==> src/rtl/pipelined_addsub.sv <==
// pipelined_addsub: WIDTH-bit adder/subtractor split into STAGES carry-pipelined slices.
//
// Ports:
//   clk, rst_n            clock, asynchronous active-low reset
//   in_valid / in_ready   input handshake (A_in, B_in, C_in, sub sampled on transfer)
//   A_in, B_in            operands
//   C_in                  carry-in (add) / borrow-in (sub)
//   sub                   0 = A + B + C_in, 1 = A - B - C_in
//   out_valid / out_ready output handshake
//   sum                   result, modulo 2^WIDTH
//   c_out                 carry-out (add) / not-borrow (sub)
//   ovf                   two's-complement signed overflow
//   zero                  sum == 0
//
// Stage k adds slice k using the registered carry from stage k-1. Operand bits not yet
// consumed ride forward in skew registers; finished sum slices accumulate in de-skew
// registers so that the full result leaves the last stage at once. The last stage's
// registers are the outputs. A single global enable stalls the whole pipe.

module pipelined_addsub #(
  parameter int unsigned WIDTH  = 8,
  parameter int unsigned STAGES = 2
) (
  input  logic             clk,
  input  logic             rst_n,
  input  logic             in_valid,
  output logic             in_ready,
  input  logic [WIDTH-1:0] A_in,
  input  logic [WIDTH-1:0] B_in,
  input  logic             C_in,
  input  logic             sub,
  output logic             out_valid,
  input  logic             out_ready,
  output logic [WIDTH-1:0] sum,
  output logic             c_out,
  output logic             ovf,
  output logic             zero
);

  localparam int unsigned W_S  = WIDTH / STAGES;
  localparam int unsigned LAST = STAGES - 1;

  logic             w_en;
  logic [WIDTH-1:0] w_b_eff;
  logic             w_c_eff;

  // Subtraction as A + ~B + ~C_in: inversion happens once, ahead of stage 0.
  assign w_b_eff = sub ? ~B_in : B_in;
  assign w_c_eff = C_in ^ sub;

  for (genvar k = 0; k < STAGES; k++) begin : g_stage
    localparam int unsigned LO = k * W_S;

    // Operand bits still unprocessed when entering this stage (slice k and above).
    logic [WIDTH-1:LO]    w_a_rem;
    logic [WIDTH-1:LO]    w_b_rem;
    logic                 w_ci;
    logic                 w_vi;
    logic [W_S:0]         w_add;
    logic [LO+W_S-1:0]    w_s_nx;

    logic                 r_v;
    logic                 r_c;
    logic [LO+W_S-1:0]    r_s;

    if (k == 0) begin : g_src
      assign w_a_rem = A_in;
      assign w_b_rem = w_b_eff;
      assign w_ci    = w_c_eff;
      assign w_vi    = in_valid;
      assign w_s_nx  = w_add[W_S-1:0];
    end else begin : g_src
      assign w_a_rem = g_stage[k-1].g_fwd.r_a;
      assign w_b_rem = g_stage[k-1].g_fwd.r_b;
      assign w_ci    = g_stage[k-1].r_c;
      assign w_vi    = g_stage[k-1].r_v;
      assign w_s_nx  = {w_add[W_S-1:0], g_stage[k-1].r_s};
    end

    assign w_add = {1'b0, w_a_rem[LO +: W_S]} + {1'b0, w_b_rem[LO +: W_S]}
                 + {{W_S{1'b0}}, w_ci};

    always_ff @(posedge clk or negedge rst_n) begin
      if (!rst_n) begin
        r_v <= 1'b0;
        r_c <= 1'b0;
        r_s <= '0;
      end else if (w_en) begin
        r_v <= w_vi;
        r_c <= w_add[W_S];
        r_s <= w_s_nx;
      end
    end

    // Skew registers: only the slices later stages still need are carried.
    if (k < LAST) begin : g_fwd
      logic [WIDTH-1:LO+W_S] r_a;
      logic [WIDTH-1:LO+W_S] r_b;

      always_ff @(posedge clk or negedge rst_n) begin
        if (!rst_n) begin
          r_a <= '0;
          r_b <= '0;
        end else if (w_en) begin
          r_a <= w_a_rem[WIDTH-1:LO+W_S];
          r_b <= w_b_rem[WIDTH-1:LO+W_S];
        end
      end
    end
  end

  // Flags are formed from the last slice's inputs and the completed sum, then registered
  // alongside the final stage so every output field changes on the same edge.
  logic w_ovf_nx;
  logic w_zero_nx;
  logic r_ovf;
  logic r_zero;

  assign w_ovf_nx  = (g_stage[LAST].w_a_rem[WIDTH-1] == g_stage[LAST].w_b_rem[WIDTH-1]) &&
                     (g_stage[LAST].w_add[W_S-1] != g_stage[LAST].w_a_rem[WIDTH-1]);
  assign w_zero_nx = (g_stage[LAST].w_s_nx == '0);

  always_ff @(posedge clk or negedge rst_n) begin
    if (!rst_n) begin
      r_ovf  <= 1'b0;
      r_zero <= 1'b0;
    end else if (w_en) begin
      r_ovf  <= w_ovf_nx;
      r_zero <= w_zero_nx;
    end
  end

  assign out_valid = g_stage[LAST].r_v;
  assign sum       = g_stage[LAST].r_s;
  assign c_out     = g_stage[LAST].r_c;
  assign ovf       = r_ovf;
  assign zero      = r_zero;

  // Pipe advances whenever the output slot is empty or being drained.
  assign w_en     = !out_valid || out_ready;
  assign in_ready = w_en;

endmodule

==> config.mk <==
export PLATFORM = sky130hd
export DESIGN_NAME = pipelined_addsub
export DESIGN_NICKNAME = d
export VERILOG_FILES = /design/src/rtl/pipelined_addsub.sv
export SDC_FILE = /design/constraint.sdc
export NUM_CORES = 1
export LEC_CHECK = 0
export BUFFER_PORTS_ARGS = -buffer_cell sky130_fd_sc_hd__buf_2
export CAP_MARGIN = 20
export CORE_UTILIZATION = 35
export DETAILED_ROUTE_END_ITERATION = 12
export PLACE_DENSITY = 0.54
export SYNTH_ARGS = -nofsm -noshare
export SYNTH_HDL_FRONTEND = slang
export SYNTH_SLANG_ARGS = --single-unit
==> constraint.sdc <==
create_clock -name clk -period 1.9 [get_ports clk]
set_input_delay 0.38 -clock clk [delete_from_list [all_inputs] [get_ports clk]]
set_output_delay 0.38 -clock clk [all_outputs]
set_load 0.01 [all_outputs]
# Yosys cells after proc, flatten, opt, wreduce, memory -nomap -nowiden
# Cells that the tools add are included.
dict set report op_classes {
  n_bitwise 2
  n_div 0
  muxes 1
  n_mul 0
  addsub 4
  eq_ne 2
  shifts 0
  magnitude_cmp 0
  n_reduce_logical 4
}
# op n
set ops {}
lappend ops {{adder 4 x 4 -> 5 bit} 2}
lappend ops {{adder 5 x 1 -> 5 bit} 2}
lappend ops {{logical NOT 8 bit} 1}
lappend ops {{two-way mux 8 bit} 1}
lappend ops {{inverter 8 bit} 1}
lappend ops {{== test 1 bit} 1}
lappend ops {{logical AND 1 bit} 1}
lappend ops {{logical NOT 1 bit} 1}
lappend ops {{logical OR 1 bit} 1}
lappend ops {{!= test 1 bit} 1}
lappend ops {{XOR 1 bit} 1}
dict set report word_totals {
  input_bits 22
  output_inout_bits 13
  romBits 0
  mem_count 0
  ram_bits 0
  reg_bits 26
  word_cells 23
  latchBits 0
}

# Logic depth before layout (Yosys ltp)
# Gate-level depths: netlist of the first run.
dict set report depth {
  depth_word 4
  ltp_mapped 7
}

# Worst setup path after synthesis of the first run
# No wires, ideal clock.
dict set report synth_timing {
  path_type {input to register}
  startpoint {in sub}
  endpoint {reg g_stage[0].r_c}
  stages 7
  arrival_time_ns 1.943
  slack_ns -0.184
  setup_time_ns 0.142
  required_time_ns 1.758
  path_buffers 1
  cell_sequence {buf_2 > xor2_1 > fa_1 > fa_1 > a21o_1 > a21oi_1 > a21oi_1}
}
dict set report synth_between {
  elab_chain_len 3
  elab_cells_between_ends 4
  classes_between {2 x add/sub; 1 x mux; 1 x bitwise}
}
# element line
set synth_lines {}
lappend synth_lines {{start, declared} 31} ;# input logic sub,
lappend synth_lines {{two-way mux 8 bit} 48} ;# assign w_b_eff = sub ? ~B_in : B_in;
lappend synth_lines {{adder 4 x 4 -> 5 bit} 80} ;# assign w_add = {1'b0, w_a_rem[LO +: W_S]} + {1'b0, w_b_rem[LO +: W_S]}
lappend synth_lines {{adder 5 x 1 -> 5 bit (*)} 81} ;# + {{W_S{1'b0}}, w_ci};
lappend synth_lines {{end signal, assigned} 90} ;# r_c <= w_add[W_S];
lappend synth_lines {{end, declared} 63} ;# logic r_c;
# Every way passes the cells marked *; elsewhere a longest branch is shown, timed or not.
# A chain may end at the register's enable or synchronous reset.

# Worst setup path after layout of the first run
dict set report layout_timing {
  startpoint {reg g_stage[1].r_v (netlist: out_valid)}
  endpoint {out in_ready}
}
dict set report layout_between {
  elab_chain_len 2
}
# element line
set layout_lines {}
lappend layout_lines {{start, declared} 62} ;# logic r_v;
lappend layout_lines {{start signal, assigned} 89} ;# r_v <= w_vi;
lappend layout_lines {{logical NOT 1 bit} 140} ;# assign w_en = !out_valid || out_ready;
lappend layout_lines {{logical OR 1 bit} 140}
lappend layout_lines {{end, declared} 27} ;# output logic in_ready,
# No other way between the ends.

==> run_results.csv, run 1 <==
group,metric,value,unit
status,status,"finished, final reports clean",
power,power_density,1100,nW/um2
cells_and_area,fin_util,0.471,
global_route,antenna_found_initial,0,
place,dp_hpwl,1.87,mm
yosys,avgSynthCellArea,9.91,um2
power,p_sw_frac,0.310,
cells_and_area,synthToLayoutAreaGrowth,23.9,%
clock_tree,ctsHoldBuffers,0,
place,dp_slack,-0.0788,ns
sta,max_freq,564,MHz
worst_setup_path,startpoint,"out_valid",
worst_setup_path,crit_arrival,1.39,ns
power,peakVddDrop,0.419,mV
power,seqPwrFrac,0.434,
worst_setup_path,path_cells,"nor2b_2, inv_1, buf_2",
routing,vias,972,
power,power_frac_clock,0.250,
worst_setup_path,endpoint_kind,"output pin",
floorplanning,die_h,63.4,um
sta,fin_setup_tns,0,ns
routing,wl_per_cell,11.4,um
global_route,grt_pass1_wl,4.35,mm
sta,min_period_over_period,0.933,
clock_tree,cts_tree,"built",
sta,tightest_slew,0.573,ns
flow_run,max-cap-violations,0,
yosys,synth_cells,133,
clock_tree,numCtsBuffers,3,
clock_tree,path_clk_slew,0.09,ns
clock_tree,cts_resized,0,
global_route,grt-ovfl-total,0,
routing,ant_nets,0,
worst_setup_path,path_max_fanout,15,
yosys,synth_top_area_share,0.494,
power,power.static_leakage,0.829,nW
clock_tree,cts_max_path_buffers,2,
yosys,yosys_warnings,0,
clock_tree,clock_latency,0.26,ns
sta,holdWs,0.100,ns
yosys,syn-cell-area,1320,um2
worst_hold_path,hold_class,"primary input to asynchronous set/reset pin",
global_route,grt_max_degree,29,
power,power.switching,0.559,mW
yosys,seq_area_frac_synth,0.494,
global_route,grt_pass1_vias,966,
power,p_int,1.24,mW
floorplanning,core_area,3470,um2
routing,drc,0,
floorplanning,std_cell_rows,21,
floorplanning,initial_core_util,0.380,
sta,layout_setup_ws,0.128,ns
cells_and_area,fin_nets,202,
worst_setup_path,worstSetupStartpointType,"register",
place,io_buffers,34,
yosys,synth_cell_types,20,
power,p_comb_frac,0.316,
worst_setup_path,required,1.52,ns
worst_setup_path,cp_slowest_cell,"dfrtp_1",
clock_tree,clock_sinks,26,
global_route,grt_use_total,0.138,
floorplanning,io_pins,35,
routing,first_pass_iters,4,
cells_and_area,num_antenna_cells,0,
worst_setup_path,critPathKind,"register to output pin",
clock_tree,clock-root-buffer,"clkbuf_8",
yosys,synth_area_leaders,"dfrtp_1 49%, nand2_1 12%, fa_1 6.1%",
routing,first_iter_violations,43,
sta,rsz0062_at_grt,"false",
worst_setup_path,max_stage_delay,0.38,ns
worst_setup_path,r2r_start,"g_stage[0].r_c",
power,total_power,1.80,mW
yosys,yosysTopAreaCell,"dfrtp_1",
sta,hold_violations,0,
sta,setup-violations-final,0,
yosys,synth_nets,165,
sta,finalCriticalPeriod,1.77,ns
sta,fin_skew,0.00142,ns
clock_tree,post_cts_buffers,0,
floorplanning,die-area,4010,um2
clock_tree,ctsHtreeMaxLevel,1,
sta,max_slew_margin,0.618,
routing,wl,2.44,mm
yosys,ys_ff_latch,26,
place,gp_congestion,0.727,
sta,slew_viol_final,0,
cells_and_area,layout-drive-gt1-share,0.284,
floorplanning,die_w,63.4,um
routing,avgViaCountPerCell,4.52,
==> synth_stat cells <==
cell	number
o21ai_0	9
a21oi_4	1
nand2_1	43
a21oi_1	5
nand4b_1	1
ha_1	6
nor4_1	1
a21o_1	3
fa_1	4
nand2b_1	1
dfrtp_1	26
nor2b_1	2
nor2_1	4
xor2_1	9
o31ai_1	2
buf_1	1
mux2_2	1
xnor2_1	5
inv_1	4
buf_2	5
==> sequential cells by signal, indices dropped and copies added (netlist names), 4 cells and up <==
signal,flops
g_stage.g_fwd.r_a,4
g_stage.g_fwd.r_b,4
g_stage.r_s,4
sum,8
==> critical path, delay by kind of cell, from the launching register on <==
kind	cells	cell delay, ns
buffers and inverters	2	0.59
and+or+nand+nor	1	0.15
DFF	1	0.38
==> per-stage QoR <==
| stage | instance area [um2] | instances |
|---|---|---|
| floorplan | 1350 | 133 |
| global placement | 1560 | 211 |
| finish | 1630 | 215 |
| CTS | 1630 | 215 |
| global route | 1630 | 215 |
| detailed placement | 1560 | 211 |
==> final timing paths <==
path | end | slack [ns] | depth (start not counted)
worst max-delay path | in_ready | 0.13 | 3
worst min-delay path | sum[2] | 0.10 | 1
worst max register to register | zero | 0.19 | 6
worst min register to register | sum[4] | 0.47 | 2
max in group asynchronous | g_stage[0].g_fwd.r_a[7] | 1.43 | 1
min in group clk | g_stage[0].g_fwd.r_a[4] | 0.30 | 3
==> cell type report <==
cell class,count,area (um2)
multi-input cells,97,638
clock inverters,1,30.0
fillers,369,1840
flip-flops and latches,26,651
repair buffers,38,200
inverters,4,15.0
clock buffers,3,41.3
well taps,46,57.6
==> logic make-up after synthesis <==
kind of cell | share of synthesized area
xor gates and xnor gates | 0.0931
DFF | 0.494
and+or+nand+nor | 0.160
AOI/OAI and AO/OA | 0.0940
buffers and inverters | 0.0332
adders and majority gates | 0.118
muxes | 0.00855
==> cells in the final DEF, fill, tap and decap left out <==
| cell | synthesis | layout |
|---|---|---|
| nand2_1 | 43 | 43 |
| bufinv_16 | 0 | 1 |
| buf_4 | 0 | 4 |
| xor2_2 | 0 | 1 |
| nor2_1 | 4 | 4 |
| dfrtp_1 | 26 | 26 |
| nand2b_1 | 1 | 1 |
| fa_2 | 0 | 2 |
| o31ai_1 | 2 | 2 |
| buf_2 | 5 | 34 |
| fa_1 | 4 | 2 |
| clkbuf_8 | 0 | 3 |
| nor2b_1 | 2 | 1 |
| a21oi_1 | 5 | 5 |
| ha_1 | 6 | 6 |
| xnor2_1 | 5 | 5 |
| a21o_1 | 3 | 3 |
| xor2_1 | 9 | 8 |
| nor4_1 | 1 | 1 |
| mux2_2 | 1 | 1 |
| nor2b_2 | 0 | 1 |
| o21ai_0 | 9 | 9 |
| inv_1 | 4 | 4 |
| a21oi_4 | 1 | 1 |
| nand4b_1 | 1 | 1 |
==> metal layers <==
| layer | global-route usage | part of all wire |
|---|---|---|
| met1 | 0.187 | 0.48 |
| met3 | 0.0254 | 0.044 |
| met5 | 0 | 0 |
| met2 | 0.222 | 0.47 |
| met4 | 0.0426 | 0.0078 |
==> power groups by stage <==
stage | registers (mW) | logic [mW] | clock network, mW
finish | 0.782 | 0.569 | 0.451
global placement | 0.788 | 0.572 | 0
detailed placement | 0.799 | 0.579 | 0
global route | 0.807 | 0.658 | 0.486
floorplan | 0.831 | 0.334 | 0
CTS | 0.788 | 0.582 | 0.466
Note: power is estimated with default switching activity, not from simulation.
==> inputs of run 2 (changes only) <==
--- a/config.mk
+++ b/config.mk
@@ -7,9 +7,9 @@
 export LEC_CHECK = 0
 export BUFFER_PORTS_ARGS = -buffer_cell sky130_fd_sc_hd__buf_2
 export CAP_MARGIN = 20
-export CORE_UTILIZATION = 35
+export CORE_UTILIZATION = 46
 export DETAILED_ROUTE_END_ITERATION = 12
-export PLACE_DENSITY = 0.54
+export PLACE_DENSITY = 0.71
 export SYNTH_ARGS = -nofsm -noshare
 export SYNTH_HDL_FRONTEND = slang
 export SYNTH_SLANG_ARGS = --single-unit
==> constraint.sdc (replaced) <==
create_clock -name clk -period 1.6 [get_ports clk]
set_input_delay 0.16 -clock clk [delete_from_list [all_inputs] [get_ports clk]]
set_output_delay 0.16 -clock clk [all_outputs]
set_load 0.01 [all_outputs]
==> run 2 against run 1 <==
  * The run now ends with setup timing left
  * Register-to-register slack lost 0.24 ns
  * Via count grew 3.5%
  * Clock skew rose by 0.0035 ns
  * Critical path depth up 2
  * Clock-buffer cell count is 1 higher
  * Setup slack got worse by 0.18 ns
  * Combinational power up 31%
  * Total power increased by 12%
==> run_results.csv, run 2 (synthesis results as in run 1) <==
group,metric,value,unit
status,status,"finished with violations",
status,violations,"setup timing",
sta,finalCriticalPeriod,1.65,ns
routing,drc,0,
power,power_density,1230,nW/um2
floorplanning,initial_core_util,0.482,
cells_and_area,num_antenna_cells,0,
worst_setup_path,max_stage_delay,0.43,ns
clock_tree,numCtsBuffers,3,
routing,ant_nets,0,
worst_setup_path,ff2ff_path_depth,5,
sta,hold_violations,0,
cells_and_area,layout_commonest_cell,"nand2_1",
cells_and_area,instances_no_fill,203,
floorplanning,std_cell_rows,19,
worst_hold_path,whs_endpoint,"g_stage[0].g_fwd.r_a[7]",
global_route,grt_use_total,0.170,
place,dpl_cell_area,1570,um2
global_route,grt_pass1_vias,1033,
sta,fin_skew,0.00494,ns
cells_and_area,nFillCells,238,
clock_tree,clock_latency,0.33,ns
cells_and_area,synthToLayoutAreaGrowth,24.5,%
routing,vias,1006,
worst_setup_path,crit_buf_inv,0,
flow_run,max-cap-violations,0,
worst_setup_path,reg2reg_setup_slack,-0.05,ns
worst_setup_path,path_cells,"fa_2, a21o_1, a21oi_4, xnor2_2, mux2_2",
sta,tightest_slew,0.565,ns
worst_setup_path,crit_arrival,1.88,ns
cells_and_area,final_cell_mix,"43 x nand2_1, 34 x buf_2, 26 x dfrtp_1, 8 x o21ai_0, 7 x xor2_1",
worst_setup_path,critPathKind,"register to register",
global_route,grt-ovfl-total,0,
worst_setup_path,path_max_fanout,2,
sta,layout_setup_ws,-0.0507,ns
routing,wl_per_cell,11.5,um
floorplanning,core_area,2730,um2
clock_tree,clock_sinks,26,
power,peakVddDrop,0.813,mV
floorplanning,die_h,55.5,um
cells_and_area,largest_reg_flops,8,
global_route,antenna_found_initial,0,
sta,slew_viol_final,0,
worst_hold_path,min-delay-start,"A_in[7]",
routing,wl,2.34,mm
clock_tree,cts_max_path_buffers,2,
place,io_buffers,34,
clock_tree,path_clk_slew,0.14,ns
floorplanning,io_pins,35,
worst_setup_path,worstSetupStartpointType,"register",
routing,first_iter_violations,23,
worst_setup_path,cp_slowest_cell,"dfrtp_1",
cells_and_area,stdcell_area,1640,um2
sta,max_freq,606,MHz
floorplanning,die-area,3080,um2
sta,setup-violations-final,3,
place,gp_congestion,0.763,
worst_hold_path,hold_class,"primary input to register",
sta,min_period_over_period,1.03,
place,dp_hpwl,1.82,mm
worst_setup_path,r2r_start,"g_stage[0].g_fwd.r_b[4]",
worst_setup_path,r2r-end,"sum[7]",
worst_setup_path,cp_top_family,"flip-flops",
clock_tree,ctsHtreeMaxLevel,1,
clock_tree,clock-root-buffer,"clkbuf_4",
global_route,grt_pass1_wl,4.11,mm
worst_setup_path,required,1.83,ns
place,placed_cells,198,
power,power.static_leakage,0.839,nW
worst_setup_path,endpoint_kind,"register",
routing,first_pass_iters,3,
floorplanning,die_w,55.5,um
sta,max_slew_margin,0.623,
clock_tree,cts_tree,"built",
routing,avgViaCountPerCell,4.96,
global_route,grt_max_degree,29,
sta,rsz0062_at_grt,"true",
cells_and_area,fin_nets,205,
cells_and_area,layout-drive-gt1-share,0.326,
worst_hold_path,min_path_cells,3,
[run 2: cell count changes in the layout (fill, tap and decap cells not counted), moves of 2 or more]
cell / before / now
clkbuf_4: 0 / 3
inv_2: 0 / 2
fa_2: 2 / 4
fa_1: 2 / 0
clkbuf_8: 3 / 1
inv_1: 4 / 2
[run 2: per-stage QoR]
| stage | power, mW | setup WS, ns | setup TNS, ns | hold slack (ns) | util |
|---|---|---|---|---|---|
| floorplan | 1.39 | -0.0973 | -0.0973 | -0.136 | - |
| global placement | 1.63 | -0.139 | -0.314 | 0.173 | 0.575 |
| detailed placement | 1.67 | -0.174 | -0.469 | 0.181 | 0.575 |
| CTS | 2.01 | -0.0742 | -0.136 | 0.0232 | 0.595 |
| global route | 2.16 | -0.121 | -0.356 | 0.00735 | 0.600 |
| finish | 2.01 | -0.0507 | -0.126 | 0.0221 | 0.600 |
[run 2: worst register-to-register path: stages (launching register included)]
cell and delay, ns:
dfrtp_1 0.43, fa_2 0.41, a21o_1 0.20, a21oi_4 0.17, xnor2_2 0.09, mux2_2 0.27
[run 2: power breakdown]
group | leakage, nW | internal [mW] | switching (mW)
logic | 0.505 | 0.361 | 0.385
registers | 0.313 | 0.831 | 0.101
clock network | 0.0210 | 0.139 | 0.195
[run 2: cell type report]
cell class              instances  area [um2]  area share
well taps                      31        38.8      0.0236
flip-flops and latches         26         651       0.397
repair buffers                 41         241       0.147
clock buffers                   4        36.3      0.0221
multi-input cells              97         658       0.401
inverters                       4        15.0     0.00915
[run 2: layer usage]
metal | global-route usage | up-vias | part of all wire
li1 | - | 499 | -
met1 | 0.193 | 477 | 0.41
met2 | 0.308 | 25 | 0.53
met3 | 0.0234 | 5 | 0.035
met4 | 0.0857 | 0 | 0.022
met5 | 0 | - | 0
[run 2: how the worst max path moves through the flow]
stage	to	startpoint	cells after the start	slack, ns
floorplan	g_stage[0].r_c	sub	7	-0.1
global placement	g_stage[0].r_c	B_in[0]	7	-0.14
detailed placement	g_stage[0].r_c	B_in[0]	7	-0.17
CTS	zero	g_stage[0].r_c	6	-0.07
global route	zero	g_stage[0].g_fwd.r_b[4]	6	-0.12
finish	sum[7]	g_stage[0].g_fwd.r_b[4]	5	-0.05
[run 2: what timing repair did]
item                       CTS  global route
hold endpoints to repair    26             0
hold buffers                 1             0
setup buffers                0             0
gates resized for setup      4             3
setup endpoints to repair    5             5
pin swaps                    3             2
==> inputs of run 3 (changes only) <==
--- a/config.mk
+++ b/config.mk
@@ -10,6 +10,7 @@
 export CORE_UTILIZATION = 46
 export DETAILED_ROUTE_END_ITERATION = 12
 export PLACE_DENSITY = 0.71
+export SKIP_LAST_GASP = 1
 export SYNTH_ARGS = -nofsm -noshare
 export SYNTH_HDL_FRONTEND = slang
 export SYNTH_SLANG_ARGS = --single-unit
==> run 3 against run 2 <==
  * The run still ends with setup timing left
  * First-iteration DRC count unchanged
  * Non-clock buffer count unchanged
  * Setup slack is the same
  * Clock-buffer cell count unchanged
  * Worst hold slack unchanged
  * Total power unchanged
  * Register-to-register slack is essentially flat
  * Flip-flop and latch count unchanged
  * Critical path depth is the same
  * Critical endpoint unchanged
==> run_results.csv, run 3 (synthesis results as in run 1) <==
group,metric,value,unit
routing,wl_per_cell,11.5,um
worst_setup_path,required,1.83,ns
routing,first_iter_violations,23,
floorplanning,die_h,55.5,um
sta,max_slew_margin,0.623,
clock_tree,path_clk_slew,0.14,ns
worst_setup_path,worstSetupStartpointType,"register",
power,peakVddDrop,0.813,mV
clock_tree,clock-root-buffer,"clkbuf_4",
floorplanning,io_pins,35,
worst_setup_path,crit_arrival,1.88,ns
routing,ant_nets,0,
cells_and_area,num_antenna_cells,0,
cells_and_area,largest_reg_flops,8,
cells_and_area,nFillCells,238,
sta,max_freq,606,MHz
status,violations,"setup timing",
place,dp_hpwl,1.82,mm
worst_hold_path,hold_class,"primary input to register",
floorplanning,initial_core_util,0.482,
sta,holdWs,0.0221,ns
clock_tree,cts_max_path_buffers,2,
sta,hold_violations,0,
routing,first_pass_iters,3,
status,status,"finished with violations",
clock_tree,ctsHtreeMaxLevel,1,
cells_and_area,seqCellArea,651,um2
flow_run,max-cap-violations,0,
routing,avgViaCountPerCell,4.96,
routing,vias,1006,
global_route,grt_use_total,0.170,
clock_tree,numCtsBuffers,3,
global_route,antenna_found_initial,0,
cells_and_area,multiInputGateArea,658,um2
sta,min_period_over_period,1.03,
floorplanning,core_area,2730,um2
worst_setup_path,path_max_fanout,2,
sta,slew_viol_final,0,
worst_setup_path,path_cells,"fa_2, a21o_1, a21oi_4, xnor2_2, mux2_2",
sta,rsz0062_at_grt,"true",
power,power.static_leakage,0.839,nW
power,power_density,1230,nW/um2
global_route,grt-ovfl-total,0,
sta,layout_setup_ws,-0.0507,ns
global_route,grt_max_degree,29,
floorplanning,die_w,55.5,um
sta,setup-violations-final,3,
worst_setup_path,max_stage_delay,0.43,ns
cells_and_area,final_cell_mix,"43 x nand2_1, 34 x buf_2, 26 x dfrtp_1, 8 x o21ai_0, 7 x xor2_1",
sta,finalCriticalPeriod,1.65,ns
sta,fin_setup_tns,-0.126,ns
worst_setup_path,cp_slowest_cell,"dfrtp_1",
routing,drc,0,
cells_and_area,fin_nets,205,
place,gp_congestion,0.763,
worst_setup_path,cp_top_family,"flip-flops",
cells_and_area,synthToLayoutAreaGrowth,24.5,%
routing,wl,2.34,mm
global_route,grt_pass1_vias,1033,
place,dp_slack,-0.174,ns
floorplanning,std_cell_rows,19,
floorplanning,die-area,3080,um2
clock_tree,clock_latency,0.33,ns
cells_and_area,layout_commonest_cell,"nand2_1",
clock_tree,cts_tree,"built",
worst_setup_path,crit_buf_inv,0,
sta,tightest_slew,0.565,ns
worst_setup_path,endpoint_kind,"register",
cells_and_area,fin_util,0.600,
sta,fin_skew,0.00494,ns
clock_tree,clock_sinks,26,
clock_tree,post_cts_buffers,0,
cells_and_area,layout-drive-gt1-share,0.326,
worst_setup_path,critPathKind,"register to register",
global_route,grt_pass1_wl,4.11,mm
place,io_buffers,34,
==> run 3: per-stage QoR <==
step,total power [mW],cells,instance area [um2]
after global routing,2.16,203,1640
final,2.01,203,1640
after global placement,1.63,198,1570
after detailed placement,1.67,198,1570
after CTS,2.01,203,1630
after floorplan,1.39,133,1350
==> run 3: where the power goes <==
part	internal, mW	switching, mW
clock	0.139	0.195
sequential	0.831	0.101
combinational	0.361	0.385
total	1.33	0.681
==> run 3: what timing repair did <==
| action | 4_1_cts | 5_1_grt |
|---|---|---|
| pin swaps | 3 | 2 |
| endpoints found under the setup margin | 5 | 5 |
| resized for setup | 4 | 3 |
| hold endpoints to repair | 26 | 0 |
| hold buffers | 1 | 0 |
==> run 3: routing by layer <==
metal,GRT usage,part of all wire,up-vias
li1,-,-,499
met1,0.193,0.41,477
met2,0.308,0.53,25
met3,0.0234,0.035,5
met4,0.0857,0.022,0
met5,0,0,-
==> run 3: worst register-to-register path, delay by kind of cell, from the launching register on <==
family / cells / cell delay (ns)
XOR/XNOR: 1 / 0.09
flip-flops: 1 / 0.43
adder cells (fa/ha/maj): 1 / 0.41
multiplexers: 1 / 0.27
AO/OA/AOI/OAI: 2 / 0.37
==> run 3: path summary, 6_finish.rpt <==
path | start | to | slack, ns | cells after the start
hold / removal | A_in[7] | g_stage[0].g_fwd.r_a[7] | 0.02 | 3
min in group asynchronous | rst_n | ovf | 0.34 | 2
setup / recovery | g_stage[0].g_fwd.r_b[4] | sum[7] | -0.05 | 5
max in group asynchronous | rst_n | g_stage[0].r_s[0] | 0.89 | 2
hold reg to reg | sum[2] | sum[2] | 0.48 | 2
setup reg to reg | g_stage[0].g_fwd.r_b[4] | sum[7] | -0.05 | 5
==> run 3: area by class of cell <==
| class | count | share of cell area |
|---|---|---|
| multi-input cells | 97 | 0.401 |
| flip-flops and latches | 26 | 0.397 |
| repair buffers | 41 | 0.147 |
| well taps | 31 | 0.0236 |
| clock buffers | 4 | 0.0221 |
| inverters | 4 | 0.00915 |
